===== src/rtl/stage_x_muldiv_if.sv =====
// stage_x_muldiv_if: bundles the signals between the X stage and the M-extension unit.
//   start        : X stage holds an M op with forwarded operands valid
//   funct3       : M-extension operation select
//   op_a, op_b   : rs1/rs2 after the forwarding muxes
//   flush        : kill the in-flight op (redirect)
//   stall        : freeze PC, FD/X registers and X-stage inputs
//   result       : final M-extension result
//   result_valid : one-cycle pulse, result is valid
// master = X-stage side, slave = mul/div unit.
interface stage_x_muldiv_if #(
  parameter int XLEN = 32
);
  logic            start;
  logic [2:0]      funct3;
  logic [XLEN-1:0] op_a;
  logic [XLEN-1:0] op_b;
  logic            flush;
  logic            stall;
  logic [XLEN-1:0] result;
  logic            result_valid;

  modport master (
    output start, funct3, op_a, op_b, flush,
    input  stall, result, result_valid
  );

  modport slave (
    input  start, funct3, op_a, op_b, flush,
    output stall, result, result_valid
  );
endinterface


===== src/rtl/stage_x_muldiv.sv =====
// stage_x_muldiv: iterative RV32M multiply/divide unit for the X stage.
// One shift-add (multiply) or restoring subtract-shift (divide) step per cycle,
// XLEN steps per op. Divide-by-zero and signed overflow finish without iterating.
// Ports:
//   clk  : clock, all state on rising edge
//   rst  : synchronous, active-high reset
//   bus  : stage_x_muldiv_if.slave (start/funct3/op_a/op_b/flush in,
//          stall/result/result_valid out)
module stage_x_muldiv #(
  parameter int XLEN = 32
) (
  input  logic                  clk,
  input  logic                  rst,
  stage_x_muldiv_if.slave       bus
);

  localparam int CW = $clog2(XLEN);

  typedef enum logic [1:0] {S_IDLE, S_CALC, S_DONE} state_t;

  state_t          r_state, w_next;
  logic [CW-1:0]   r_cnt;
  logic [2:0]      r_f3;
  logic            r_neg;     // product / quotient must be negated
  logic            r_neg_a;   // remainder takes the sign of op_a
  logic [XLEN-1:0] r_hi;      // mul: upper product half; div: partial remainder
  logic [XLEN-1:0] r_lo;      // mul: multiplier shifting out; div: dividend -> quotient
  logic [XLEN-1:0] r_opnd;    // mul: multiplicand magnitude; div: divisor magnitude
  logic [XLEN-1:0] r_final;   // result captured on entry to DONE
  logic [XLEN-1:0] r_result;  // result held between DONE cycles

  logic            w_stall, w_valid;

  // ---------------- operand decode (IDLE) ----------------
  logic            w_is_div, w_a_sgn, w_b_sgn, w_a_neg, w_b_neg;
  logic [XLEN-1:0] w_a_mag, w_b_mag;
  logic            w_div0, w_ovf, w_special;
  logic [XLEN-1:0] w_special_res;

  assign w_is_div = bus.funct3[2];
  // DIV/REM signed, DIVU/REMU unsigned; MUL/MULH both signed, MULHSU a only, MULHU none
  assign w_a_sgn  = w_is_div ? ~bus.funct3[0] : (bus.funct3[1:0] != 2'b11);
  assign w_b_sgn  = w_is_div ? ~bus.funct3[0] : ~bus.funct3[1];
  assign w_a_neg  = w_a_sgn & bus.op_a[XLEN-1];
  assign w_b_neg  = w_b_sgn & bus.op_b[XLEN-1];
  assign w_a_mag  = w_a_neg ? -bus.op_a : bus.op_a;
  assign w_b_mag  = w_b_neg ? -bus.op_b : bus.op_b;

  assign w_div0    = w_is_div & (bus.op_b == '0);
  assign w_ovf     = w_is_div & ~bus.funct3[0] & (bus.op_a == {1'b1, {(XLEN-1){1'b0}}})
                   & (bus.op_b == '1);
  assign w_special = w_div0 | w_ovf;

  always_comb begin
    w_special_res = '0;
    if (w_div0) w_special_res = bus.funct3[1] ? bus.op_a : '1;
    else        w_special_res = bus.funct3[1] ? '0 : {1'b1, {(XLEN-1){1'b0}}};
  end

  // ---------------- iteration step (CALC) ----------------
  logic [XLEN:0]   w_mul_sum;
  logic [XLEN:0]   w_shift;
  logic            w_borrow;
  logic [XLEN-1:0] w_diff;
  logic [XLEN-1:0] w_hi_nx, w_lo_nx;

  assign w_mul_sum = {1'b0, r_hi} + (r_lo[0] ? {1'b0, r_opnd} : '0);
  // shifted remainder needs XLEN+1 bits; when no borrow the difference fits in XLEN
  assign w_shift   = {r_hi, r_lo[XLEN-1]};
  assign w_borrow  = (w_shift < {1'b0, r_opnd});
  assign w_diff    = w_shift[XLEN-1:0] - r_opnd;

  always_comb begin
    w_hi_nx = w_mul_sum[XLEN:1];
    w_lo_nx = {w_mul_sum[0], r_lo[XLEN-1:1]};
    if (r_f3[2]) begin
      w_hi_nx = w_borrow ? w_shift[XLEN-1:0] : w_diff;
      w_lo_nx = {r_lo[XLEN-2:0], ~w_borrow};
    end
  end

  // ---------------- sign fix-up on the final step ----------------
  logic [2*XLEN-1:0] w_prod_s;
  logic [XLEN-1:0]   w_calc_res;

  assign w_prod_s = r_neg ? -{w_hi_nx, w_lo_nx} : {w_hi_nx, w_lo_nx};

  always_comb begin
    w_calc_res = '0;
    if (!r_f3[2])     w_calc_res = (r_f3[1:0] == 2'b00) ? w_prod_s[XLEN-1:0]
                                                        : w_prod_s[2*XLEN-1:XLEN];
    else if (r_f3[1]) w_calc_res = r_neg_a ? -w_hi_nx : w_hi_nx;
    else              w_calc_res = r_neg ? -w_lo_nx : w_lo_nx;
  end

  // ---------------- FSM ----------------
  always_comb begin
    w_next  = r_state;
    w_stall = 1'b0;
    w_valid = 1'b0;
    if (bus.flush) begin
      w_next = S_IDLE;
    end else begin
      unique case (r_state)
        S_IDLE: if (bus.start) begin
          w_stall = 1'b1;
          w_next  = w_special ? S_DONE : S_CALC;
        end
        S_CALC: begin
          w_stall = 1'b1;
          if (r_cnt == CW'(XLEN-1)) w_next = S_DONE;
        end
        S_DONE: begin
          w_valid = 1'b1;
          w_next  = S_IDLE;
        end
        default: w_next = S_IDLE;
      endcase
    end
  end

  always_ff @(posedge clk) begin
    if (rst) begin
      r_state  <= S_IDLE;
      r_cnt    <= '0;
      r_f3     <= '0;
      r_neg    <= 1'b0;
      r_neg_a  <= 1'b0;
      r_hi     <= '0;
      r_lo     <= '0;
      r_opnd   <= '0;
      r_final  <= '0;
      r_result <= '0;
    end else begin
      r_state <= w_next;
      if (!bus.flush) begin
        unique case (r_state)
          S_IDLE: if (bus.start) begin
            r_f3    <= bus.funct3;
            r_neg   <= w_a_neg ^ w_b_neg;
            r_neg_a <= w_a_neg;
            r_cnt   <= '0;
            r_hi    <= '0;
            r_lo    <= w_is_div ? w_a_mag : w_b_mag;
            r_opnd  <= w_is_div ? w_b_mag : w_a_mag;
            if (w_special) r_final <= w_special_res;
          end
          S_CALC: begin
            r_hi  <= w_hi_nx;
            r_lo  <= w_lo_nx;
            r_cnt <= r_cnt + CW'(1);
            if (r_cnt == CW'(XLEN-1)) r_final <= w_calc_res;
          end
          S_DONE: r_result <= r_final;
          default: ;
        endcase
      end
    end
  end

  assign bus.stall        = w_stall;
  assign bus.result_valid = w_valid;
  // New value shows during the DONE pulse, then the held copy takes over.
  assign bus.result       = (r_state == S_DONE) ? r_final : r_result;

endmodule


===== src/flat_wrapper.sv =====
// flat-port wrapper written by rule: the top's interface ports become plain ports
module stage_x_muldiv_flat 
#(
  parameter int XLEN = 32
)
  (clk, rst, bus_start, bus_funct3, bus_op_a, bus_op_b, bus_flush, bus_stall, bus_result, bus_result_valid);
  stage_x_muldiv_if #(.XLEN(XLEN)) bus_i ();
  input  logic clk;
  input  logic rst;
  input wire logic [$bits(bus_i.start)-1:0] bus_start;
  input wire logic [$bits(bus_i.funct3)-1:0] bus_funct3;
  input wire logic [$bits(bus_i.op_a)-1:0] bus_op_a;
  input wire logic [$bits(bus_i.op_b)-1:0] bus_op_b;
  input wire logic [$bits(bus_i.flush)-1:0] bus_flush;
  output wire logic [$bits(bus_i.stall)-1:0] bus_stall;
  output wire logic [$bits(bus_i.result)-1:0] bus_result;
  output wire logic [$bits(bus_i.result_valid)-1:0] bus_result_valid;
  assign bus_i.start = bus_start;
  assign bus_i.funct3 = bus_funct3;
  assign bus_i.op_a = bus_op_a;
  assign bus_i.op_b = bus_op_b;
  assign bus_i.flush = bus_flush;
  assign bus_stall = bus_i.stall;
  assign bus_result = bus_i.result;
  assign bus_result_valid = bus_i.result_valid;
  stage_x_muldiv #(.XLEN(XLEN)) u_core (.clk(clk), .rst(rst), .bus(bus_i));
endmodule

===== config.mk =====
export PLATFORM = sky130hd
export DESIGN_NAME = stage_x_muldiv_flat
export DESIGN_NICKNAME = d
export VERILOG_FILES = /design/src/rtl/stage_x_muldiv_if.sv /design/src/rtl/stage_x_muldiv.sv /design/src/flat_wrapper.sv
export SDC_FILE = /design/constraint.sdc
export NUM_CORES = 1
export LEC_CHECK = 0
export ABC_CLOCK_PERIOD_IN_PS = 6400
export CAP_MARGIN = 40
export CORE_ASPECT_RATIO = 0.7
export CORE_MARGIN = 2
export CORE_UTILIZATION = 45
export DETAILED_ROUTE_END_ITERATION = 8
export DONT_BUFFER_PORTS = 1
export SETUP_SLACK_MARGIN = 0.3
export SKIP_LAST_GASP = 1
export SLEW_MARGIN = 40
export SYNTH_ARGS = -nofsm -noshare
export SYNTH_HDL_FRONTEND = slang
export SYNTH_SLANG_ARGS = --single-unit

===== constraint.sdc =====
create_clock -name clk -period 6.4 [get_ports clk]
set_input_delay 0.96 -clock clk [delete_from_list [all_inputs] [get_ports clk]]
set_output_delay 0.96 -clock clk [all_outputs]
set_load 0.02 [all_outputs]

; After elaboration in Yosys (flattened, before gate mapping)
; Index checks and enable logic that the tools add are counted.
[totals]
elab_cells = 88
register_bits = 172
out_inout_bits = 34
[op_classes]
addsub = 8
muxes = 39
n_bitwise = 12
n_eq_ne = 9
n_lt_le_gt_ge = 1
n_reduce_logical = 9
[op_table]
columns = operator, n
row1 = $mux 32, 22
row2 = $pmux 32 s2, 3
row3 = $neg 32->32, 4
row4 = $eq 32x32->1 const B, 2
row5 = $mux 64, 1
row6 = $neg 64->64, 1
row7 = $add 32x33->33, 1
row8 = $lt 33x32->1, 1
row9 = $logic_not 32->1, 1
row10 = $sub 32x32->32, 1
row11 = $pmux 5 s2, 1
row12 = $and 1x1->1, 6
row13 = $mux 1, 6
row14 = $mux 2, 3
row15 = $reduce_and 3->1, 2
row16 = $add 5x1->5 const B, 1
row17 = $eq 5x5->1 const B, 1
row18 = $mux 5, 1
row19 = $reduce_and 5->1, 1
row20 = $logic_not 2->1, 2
row21 = $ne 2x1->1 const B, 2
row22 = $ne 2x2->1 const B, 2
row23 = $not 1->1, 4
row24 = $pmux 2 s2, 1
row25 = other kinds (8), 8

; Logic depth before layout (Yosys ltp)
[depth]
depth_word = 9
ltp_mapped = 23
mapped_depth_nobuf = 22

; Least setup slack after synthesis
; No wires, ideal clock.
[synth_timing]
kind = register to register
from = register u_core.r_opnd[22]
to = register u_core.r_final[14]
path_slack_ns = 1.191
required_time_ns = 6.341
arrival_ns = 5.151
stages_incl_launch_ff = 23
setup_time_ns = 0.059
n_path_buf = 1
path_cell_list = dfxtp_1 -> inv_1 -> ha_1 -> buf_2 -> a21oi_1 -> o21ai_1 -> a211oi_2 -> o2111ai_1 -> nor2_4 -> nor2_1 -> inv_2 -> ha_1 -> o211ai_1 -> or4_1 -> or2_2 -> or2_1 -> nor3_1 -> nand2_1 -> or4_1 -> o21a_1 -> a211o_1 -> a2111o_1 -> nand2_1
[synth_between]
elab_chain_len = 9
[synth_rtl]
columns = element, line
row1 = from (decl), stage_x_muldiv.sv:28  ; logic [XLEN-1:0] r_opnd;
row2 = from (signal assigned), stage_x_muldiv.sv:145  ; r_opnd <= w_is_div ? w_b_mag : w_a_mag;
row3 = $lt 33x32->1 (*), stage_x_muldiv.sv:70  ; assign w_borrow = (w_shift < {1'b0, r_opnd});
row4 = $mux 32 / $not 1->1 (equally long branches), "stage_x_muldiv.sv:77, stage_x_muldiv.sv:78"
row5 = $mux 32, stage_x_muldiv.sv:76  ; if (r_f3[2]) begin
row6 = $neg 64->64 (tied with other cells), stage_x_muldiv.sv:86  ; assign w_prod_s = r_neg ? -{w_hi_nx, w_lo_nx} : {w_hi_nx, w_lo_nx};
row7 = $mux 64 (tied with other cells), stage_x_muldiv.sv:86
row8 = "$mux 32, on equally long branches", "stage_x_muldiv.sv:90, stage_x_muldiv.sv:92"
row9 = $mux 32 (*), stage_x_muldiv.sv:90  ; if (!r_f3[2]) w_calc_res = (r_f3[1:0] == 2'b00) ? w_prod_s[XLEN-1:0]
row10 = $mux 32 (*), stage_x_muldiv.sv:152  ; if (r_cnt == CW'(XLEN-1)) r_final <= w_calc_res;
row11 = $pmux 32 s2 (*), stage_x_muldiv.sv:137  ; unique case (r_state)
row12 = to (signal assigned), stage_x_muldiv.sv:146  ; if (w_special) r_final <= w_special_res;
row13 = to (signal assigned), stage_x_muldiv.sv:152
row14 = to (decl), stage_x_muldiv.sv:29  ; logic [XLEN-1:0] r_final;
; Every way passes the cells marked *; elsewhere a longest branch is shown, timed or not. The select of a mux whose other input is x is not followed.
; A chain may end at the register's enable or synchronous reset.

; Worst setup path in the final report
[layout_timing]
from = register u_core.r_opnd[20]
to = register u_core.r_final[14]
; The elaborated chain is that of the path after synthesis.

==> impl_metrics.env <==
export IMPL_vdd_drop_max_v=0.000201
export IMPL_p_sw_uw=1320
export IMPL_clockPowerShare=0.339
export IMPL_required_ns=6.81
export IMPL_root_buffer="clkbuf_16"
export IMPL_crit_slowest_cell="or4_4"
export IMPL_end_kind="flip-flop"
export IMPL_synth_top_area_share=0.200
export IMPL_ioPinCount=105
export IMPL_post_place_ws_ns=0.429
export IMPL_p_sw_frac=0.401
export IMPL_final_nets=2516
export IMPL_postRouteAntennaNets=0
export IMPL_die_h_um=168
export IMPL_critPathArrivalTime_ns=6.25
export IMPL_crit_type="flip-flop to flip-flop"
export IMPL_final_setup_viol_count=0
export IMPL_p_leak_uw=0.00685
export IMPL_fin_crit_ns=5.84
export IMPL_drc_errors=0
export IMPL_drtIter0Drc=3045
export IMPL_finalSetupTns_ns=0
export IMPL_period_share=0.912
export IMPL_yosys_cell_types_count=90
export IMPL_final_cell_area_mm2=0.0184
export IMPL_fmax_ghz=0.171
export IMPL_ys_flop_type="dfxtp_1"
export IMPL_slew_viol_final=0
export IMPL_cp_slowest_stage_delay_ns=0.57
export IMPL_cp_start_kind="flip-flop"
export IMPL_synth_area_mm2=0.0172
export IMPL_n_antenna_cell=0
export IMPL_cap_violations=0
export IMPL_wl_per_cell_um=26.2
export IMPL_drt_pass1_iter_count=7
export IMPL_placed_area_mm2=0.0177
export IMPL_r2r_start="u_core.r_opnd[20]"
export IMPL_avgSynthCellArea_um2=7.00
export IMPL_clk_path_buf_depth=2
export IMPL_slew_headroom=0.355
export IMPL_via_count=19400
export IMPL_syn_inst=2460
export IMPL_wl_um=75400
export IMPL_ys_warn_count=0
export IMPL_synth_top_cell_by_area="dfxtp_1"
export IMPL_p_int_uw=1970
export IMPL_grt_max_degree=151
export IMPL_final_cells=2873
export IMPL_grt_pass1_wl_um=112000
export IMPL_worstPathMaxFanout=7
export IMPL_clock_latency_ns=0.48
export IMPL_fin_ws_ns=0.560
export IMPL_synth_edf_count=0
export IMPL_p_comb_frac=0.312
export IMPL_pwr_share_seq=0.349
export IMPL_die_w_um=238
export IMPL_synthArstFlopShare=0
export IMPL_crit_start="u_core.r_opnd[20]"
export IMPL_rows=59
export IMPL_grtUsageTotal=0.369
export IMPL_hold_start="u_core.r_result[4]"
export IMPL_cts_hold_buffers=0
export IMPL_coreArea_mm2=0.0374
export IMPL_antenna_found_initial=3
export IMPL_syn_nets=2604
export IMPL_worst_slew_pin_slew_ns=0.960
export IMPL_cts_sink_count=172
export IMPL_floorplan_die_area_mm2=0.0399
export IMPL_drive_above_1_share=0.0855
export IMPL_htreeDepth=4
export IMPL_place_hpwl_um=57800
export IMPL_whs_ns=0.454
export IMPL_ys_seq_area_frac=0.200
export IMPL_clkTransAtPathRegs_ns=0.09
export IMPL_synthTopCellsByArea="dfxtp_1 20%, a21oi_1 7.2%, nor2_1 6.1%, nand2_1 5.8%, ha_1 5.2%"
export IMPL_status="completed"
export IMPL_hold_path_class="flip-flop to flip-flop"
export IMPL_skew_ns=0.0186
export IMPL_cts_buffers=17
export IMPL_p_per_area_mw_per_mm2=179
export IMPL_vias_per_cell=6.75
export IMPL_hold_viol=0
export IMPL_grt_pass1_vias=17500
export IMPL_syn_to_final_growth_pct=6.68
export IMPL_dp_cells=2837
export IMPL_tritoncts="built"
export IMPL_place_congestion=0.998
export IMPL_start_util=0.460
export IMPL_rsz0062_at_grt="false"
export IMPL_grt_ovfl_total=0
export IMPL_portBuffers=0
export IMPL_path_cells="inv_1 -> ha_1 -> a21oi_1 -> o21ai_0 -> a211oi_2 -> o2111ai_2 -> nor2_4 -> nor2_1 -> inv_2 -> ha_1 -> o211ai_1 -> or4_4 -> or2_2 -> or2_1 -> nor3_2 -> nand2_1 -> or4_1 -> o21a_1 -> a211o_1 -> a2111o_1 -> nand2_1"
export IMPL_synth_seq_cells=172
[cells in the mapped netlist, types with 9 or more instances]
library cell / instances
o31ai_1: 23
or4_1: 11
dfxtp_1: 172
clkbuf_1: 144
o21a_1: 17
o22ai_1: 11
a21oi_1: 247
and3_1: 12
xnor2_1: 94
nand2b_1: 25
xor2_1: 66
a311oi_1: 10
nand4_1: 35
nor3_1: 69
buf_2: 15
a22oi_1: 26
a21o_1: 28
a31oi_1: 30
mux2i_1: 45
a221oi_1: 17
ha_1: 71
o311a_1: 15
nor2b_1: 14
buf_1: 14
o41ai_1: 9
nor4_1: 22
mux2_2: 40
o21ai_0: 161
o221ai_1: 13
and2_1: 40
or3_1: 26
nor2_1: 280
or2_2: 22
o211a_1: 11
o211ai_1: 55
inv_1: 78
nand3_1: 34
a211oi_1: 59
nand2_1: 267
[routing by layer]
metal	up-vias	track usage	wire (um)
met5	-	0.0255	165
li1	8814	-	-
met3	118	0.130	10200
met2	1207	0.494	28800
met1	9255	0.545	34200
met4	6	0.0987	1990
[sequential cells by signal, summed over array words and instances, names as in the netlist]
signal,flops
u_core.r_f3,3
u_core.r_cnt,5
u_core.r_final,32
u_core.r_hi,32
u_core.r_lo,32
u_core.r_state,2
u_core.r_neg_a,1
u_core.r_opnd,32
u_core.r_result,32
u_core.r_neg,1
[layout by cell type, fill, tap and decap left out, types with 28 or more instances in the layout]
cell,count
nor3_1,67
a31oi_1,30
nand2_1,266
and2_1,40
nand4_1,35
xnor2_1,91
inv_1,77
xor2_1,66
nor2_1,279
mux2_2,40
o211ai_1,55
nand3_1,34
a211oi_1,58
a21oi_1,247
dfxtp_1,170
mux2i_1,44
ha_1,71
buf_4,68
o21ai_0,158
a21o_1,28
[area by class of cell]
type	count	area [um^2]
clock buffers	17	425
flip-flops and latches	172	3450
inverters	81	304
multi-input cells	2031	12900
well taps	488	611
clock inverters	15	175
fillers	3777	19000
repair buffers	69	531
[per-stage QoR]
| step | util | total power [uW] |
|---|---|---|
| after global placement | 0.472 | 2140 |
| after floorplan | - | 1850 |
| final | 0.491 | 3290 |
| after global routing | 0.491 | 3400 |
| after detailed placement | 0.473 | 2140 |
| after CTS | 0.489 | 3240 |
[timing repair]
action,CTS,global route
gates resized for setup,0,4
buffers inserted,0,4
endpoints found under the setup margin,0,9
[kinds of logic after synthesis]
group | count (synthesis) | synth area share
and+or+nand+nor | 899 | 0.246
DFF | 172 | 0.200
AOI/OAI and AO/OA | 814 | 0.309
xor gates and xnor gates | 160 | 0.0813
muxes | 85 | 0.0523
buffers and inverters | 257 | 0.0579
adders and majority gates | 73 | 0.0539
[power by group through the flow]
stage / Clock (uW) / Combinational [uW] / Sequential, uW
6_report: 1110 / 1030 / 1150
5_1_grt: 1160 / 1090 / 1150
4_1_cts: 1120 / 975 / 1150
3_5_place_dp: 0 / 970 / 1170
3_3_place_gp: 0 / 967 / 1170
2_1_floorplan: 0 / 701 / 1150
[final timing paths]
check / end / slack (ns) / cells after the start
max: u_core.r_final[14] / 0.56 / 21
min: u_core.r_result[4] / 0.45 / 2
max reg2reg: u_core.r_final[14] / 0.56 / 21
min reg2reg: u_core.r_result[4] / 0.45 / 2
[worst max-delay path, delay by kind of cell, from the launching register on]
| kind | cells | cell delay [ns] |
|---|---|---|
| and+or+nand+nor | 9 | 2.50 |
| AOI/OAI and AO/OA | 8 | 2.19 |
| adders and majority gates | 2 | 0.56 |
| DFF | 1 | 0.36 |
| buffers and inverters | 2 | 0.15 |
(Power assumes the default switching activity.)
==> RTL edit 1 (config.mk and constraints unchanged) <==
`XLEN` is set to 32 in 3 places; all go to 16.
--- a/src/rtl/stage_x_muldiv_if.sv
+++ b/src/rtl/stage_x_muldiv_if.sv
@@ -8,7 +8,7 @@
 //   result_valid : one-cycle pulse, result is valid
 // master = X-stage side, slave = mul/div unit.
 interface stage_x_muldiv_if #(
-  parameter int XLEN = 32
+  parameter int XLEN = 16
 );
   logic            start;
   logic [2:0]      funct3;
--- a/src/rtl/stage_x_muldiv.sv
+++ b/src/rtl/stage_x_muldiv.sv
@@ -7,7 +7,7 @@
 //   bus  : stage_x_muldiv_if.slave (start/funct3/op_a/op_b/flush in,
 //          stall/result/result_valid out)
 module stage_x_muldiv #(
-  parameter int XLEN = 32
+  parameter int XLEN = 16
 ) (
   input  logic                  clk,
   input  logic                  rst,
--- a/src/flat_wrapper.sv
+++ b/src/flat_wrapper.sv
@@ -1,7 +1,7 @@
 // flat-port wrapper written by rule: the top's interface ports become plain ports
 module stage_x_muldiv_flat 
 #(
-  parameter int XLEN = 32
+  parameter int XLEN = 16
 )
   (clk, rst, bus_start, bus_funct3, bus_op_a, bus_op_b, bus_flush, bus_stall, bus_result, bus_result_valid);
   stage_x_muldiv_if #(.XLEN(XLEN)) bus_i ();
Ports: changed (resized bus_op_a, bus_op_b and bus_result); port bits go from 105 to 57. No check against the original RTL was run, so the function may have changed too.
==> RTL edit 1 against the original RTL <==
Setup slack improved by 1100 ps; sequential power fell by 47%; die area fell by 49%; routed wire length fell by 58%; final cell count fell by 52%; synthesized area fell by 50%; highest routed layer unchanged; global-route usage fell by 6.0 points; total power fell by 50%; sequential cell count fell by 81; cell area fell by 51%.
==> RTL edit 1: results (changes against the original RTL) <==
netlist_top_cells_area: "dfxtp_1 21%, nand2_1 7.2%, a21oi_1 5.8%"  # was dfxtp_1 20%, a21oi_1 7.2%, nor2_1 6.1%
synth_seq_area_share_pct: 21.1  # was 20.0%
crit_arrival_ps: 4990  # was 6250 ps
met3_wirelength_mm: 3.55  # was 10.2 mm
status: "finished clean"  # unchanged
multi_input_area_share_pct: 70.7  # was 70.1%
cts_made_buffers: 9  # was 17
drt_iter0_markers: 1271  # was 3045
post_dp_cell_area_um2: 8770  # was 17700 µm²
synthToLayoutAreaGrowth_pct: 5.20  # was 6.68%
n_tap_cell: 242  # was 488
p_comb_w: 0.000486  # was 0.00103 W
slowest_stage: "nor4_1"  # was or4_4
via_count: 8893  # was 19400
gr-usage-met2_pct: 39.0  # was 49.4%
antenna_found_initial: 1  # was 3
tightest_slew_ps: 864  # was 960 ps
switching_share_pct: 37.6  # was 40.1%
nFillCells: 1901  # was 3777
sh_seq_area_pct: 20.1  # was 18.8%
dp_slack_ps: 1680  # was 429 ps
buffers: 12  # was 69
synth_cell_types: 86  # was 90
wl_met1_mm: 15.7  # was 34.2 mm
drt-pass1-iter-count: 5  # was 7
drive_gt1_share_pct: 7.97  # was 8.55%
clock_latency_ps: 360  # was 480 ps
grt_pass1_wl_mm: 48.0  # was 112 mm
synthDominantCellAreaShare_pct: 21.1  # was 20.0%
synthesis.nets: 1264  # was 2604
vdd_ir_drop_max_v: 0.000134  # was 0.000201 V
synthCells: 1185  # was 2460
wl_per_cell_um: 22.6  # was 26.2 µm
met2WireLength_mm: 11.5  # was 28.8 mm
post-dp-hpwl_mm: 24.0  # was 57.8 mm
worstPathMaxFanout: 8  # was 7
track_usage_pct: 30.9  # was 36.9%
p_int_w: 0.00103  # was 0.00197 W
first_global_vias: 7815  # was 17500
buffer_area_share_pct: 0.936  # was 2.89%
clock_area_share_pct: 3.37  # was 3.27%
gp_congestion: 0.931  # was 0.998
-- RTL edit 1: worst paths after layout --
check	slack, ps	start	depth (start not counted)	endpoint
min	450	u_core.r_result[6]$_SDFFE_PP0N_	2	u_core.r_result[6]$_SDFFE_PP0N_
max reg2reg	1660	u_core.r_opnd[9]$_SDFFE_PP0P_	17	u_core.r_final[12]$_SDFFE_PP0P_
min reg2reg	450	u_core.r_result[6]$_SDFFE_PP0N_	2	u_core.r_result[6]$_SDFFE_PP0N_
max	1660	u_core.r_opnd[9]$_SDFFE_PP0P_	17	u_core.r_final[12]$_SDFFE_PP0P_
-- RTL edit 1: logic make-up after synthesis --
logic type	after synthesis	synth area share [%]
buf+inv	109	4.86
flops	91	21.1
xor+xnor	78	7.90
fa+ha+maj	40	5.96
compound gates	382	30.7
simple gates	439	23.7
mux	46	5.75
==> RTL edit 2 (same flow settings) <==
Made on the original files. Reset style: asynchronous (`rst`), changed in one clocked block. Comments in the files are not updated.
--- a/src/rtl/stage_x_muldiv.sv
+++ b/src/rtl/stage_x_muldiv.sv
@@ -119,7 +119,7 @@
     end
   end
 
-  always_ff @(posedge clk) begin
+  always_ff @(posedge clk or posedge rst) begin
     if (rst) begin
       r_state  <= S_IDLE;
       r_cnt    <= '0;
Formal check against the unedited RTL: differs if rst is asserted again (counterexample within 4 cycles, from zero or initial values and one cycle with rst high); with rst held inactive, the same outputs for 4 cycles.
==> RTL edit 2 against the original RTL <==
Cell area rose by 3.8%; setup slack got worse by 43 ps; final cell count shrank 2.2%; sequential cell count stayed put; core utilization increased by 0.12 points; via count down 3.9%; synthesized area is 3.3% higher; routed wire length decreased by 0.28%.
Power is not compared: it rests on default switching activity, and its combinational part moved more than twofold at a synthesized area within 25%.
==> RTL edit 2: results (changes against the original RTL) <==
syn_avg_cell_area_um2: 7.62  # was 7.00 µm²
hold_class: "in2async"  # was reg2reg
fp.dieW_um: 242  # was 238 µm
synthFlopType: "dfrtp_1"  # was dfxtp_1
final_net_count: 2414  # was 2516
met2WireLength_mm: 29.2  # was 28.8 mm
use_met1_pct: 53.5  # was 54.5%
multi_input_gates: 1954  # was 2031
routed_wl_mm: 75.2  # was 75.4 mm
grt_max_degree: 118  # was 151
synthArstFlopShare_pct: 100  # was 0%
met3_wirelength_mm: 9.54  # was 10.2 mm
drt-pass1-iter-count: 6  # was 7
final_util_pct: 49.2  # was 49.1%
inv_count: 69  # was 81
worstPathMaxFanout: 9  # was 7
post_dp_cell_area_um2: 18400  # was 17700 µm²
gr-usage-met2_pct: 48.0  # was 49.4%
drive_gt1_share_pct: 10.6  # was 8.55%
clock_area_share_pct: 3.30  # was 3.27%
sh_seq_area_pct: 22.6  # was 18.8%
synth_cell_types: 102  # was 90
synth_common_cells: "290 x nand2_1, 269 x o21ai_0, 202 x nor2_1"  # was 280 x nor2_1, 267 x nand2_1, 247 x a21oi_1
fin_cells: 2810  # was 2873
grt_pass1_wl_mm: 110  # was 112 mm
nFillCells: 3916  # was 3777
multiInputGateArea_um2: 12800  # was 12900 µm²
buffers: 56  # was 69
viasPerCell: 6.64  # was 6.75
crit_arrival_ps: 6240  # was 6250 ps
status: "finished clean"  # unchanged
[RTL edit 2: changes by cell type after synthesis, moves of 17 or more]
cell,before,now
a22oi_1,26,2
dfrtp_1,0,172
dfxtp_1,172,0
a21oi_1,247,157
a211oi_1,59,24
xor2_1,66,89
nand2_1,267,290
mux2_2,40,73
nor2_1,280,202
o21ai_0,161,269
nor3_1,69,52
o211ai_1,55,26
clkbuf_1,144,98
[RTL edit 2: critical path, cell delays in order (launching register included)]
cell and delay [ps]:
dfrtp_1 430, ha_1 340, a21o_1 210, a211oi_2 550
o21a_1 480, a41oi_4 220, inv_1 110, ha_1 180
o21a_1 150, nand3_1 160, or4_1 700, nand3b_1 340
or2_2 440, nor4_1 420, nand4_1 260, nand2_1 150
xnor2_1 70, a221oi_1 410, o21ai_0 120
[RTL edit 2: per-stage QoR]
step | hold WS (ps) | setup slack (ps)
global placement | 457 | 467
finish | 420 | 517
global route | 463 | 363
CTS | 487 | 471
detailed placement | 470 | 527
floorplan | 445 | 780
[RTL edit 2: cells by family after synthesis]
group | Yosys count | synth area share, %
buffers and inverters | 210 | 4.64
xor gates and xnor gates | 186 | 9.15
DFF | 172 | 24.2
AOI/OAI and AO/OA | 737 | 26.4
adders and majority gates | 73 | 5.21
and+or+nand+nor | 823 | 22.3
muxes | 135 | 8.13
[RTL edit 2: worst paths after layout]
check,cells past startpoint,slack (ps),end
max,18,520,u_core.r_final[20]$_DFFE_PP0P_
min,1,420,u_core.r_lo[7]$_DFFE_PP0P_
max reg2reg,18,520,u_core.r_final[20]$_DFFE_PP0P_
min reg2reg,2,490,u_core.r_cnt[4]$_DFFE_PP0P_
max in group asynchronous,2,4930,u_core.r_result[19]$_DFFE_PP0N_
min in group clk,2,490,u_core.r_cnt[4]$_DFFE_PP0P_
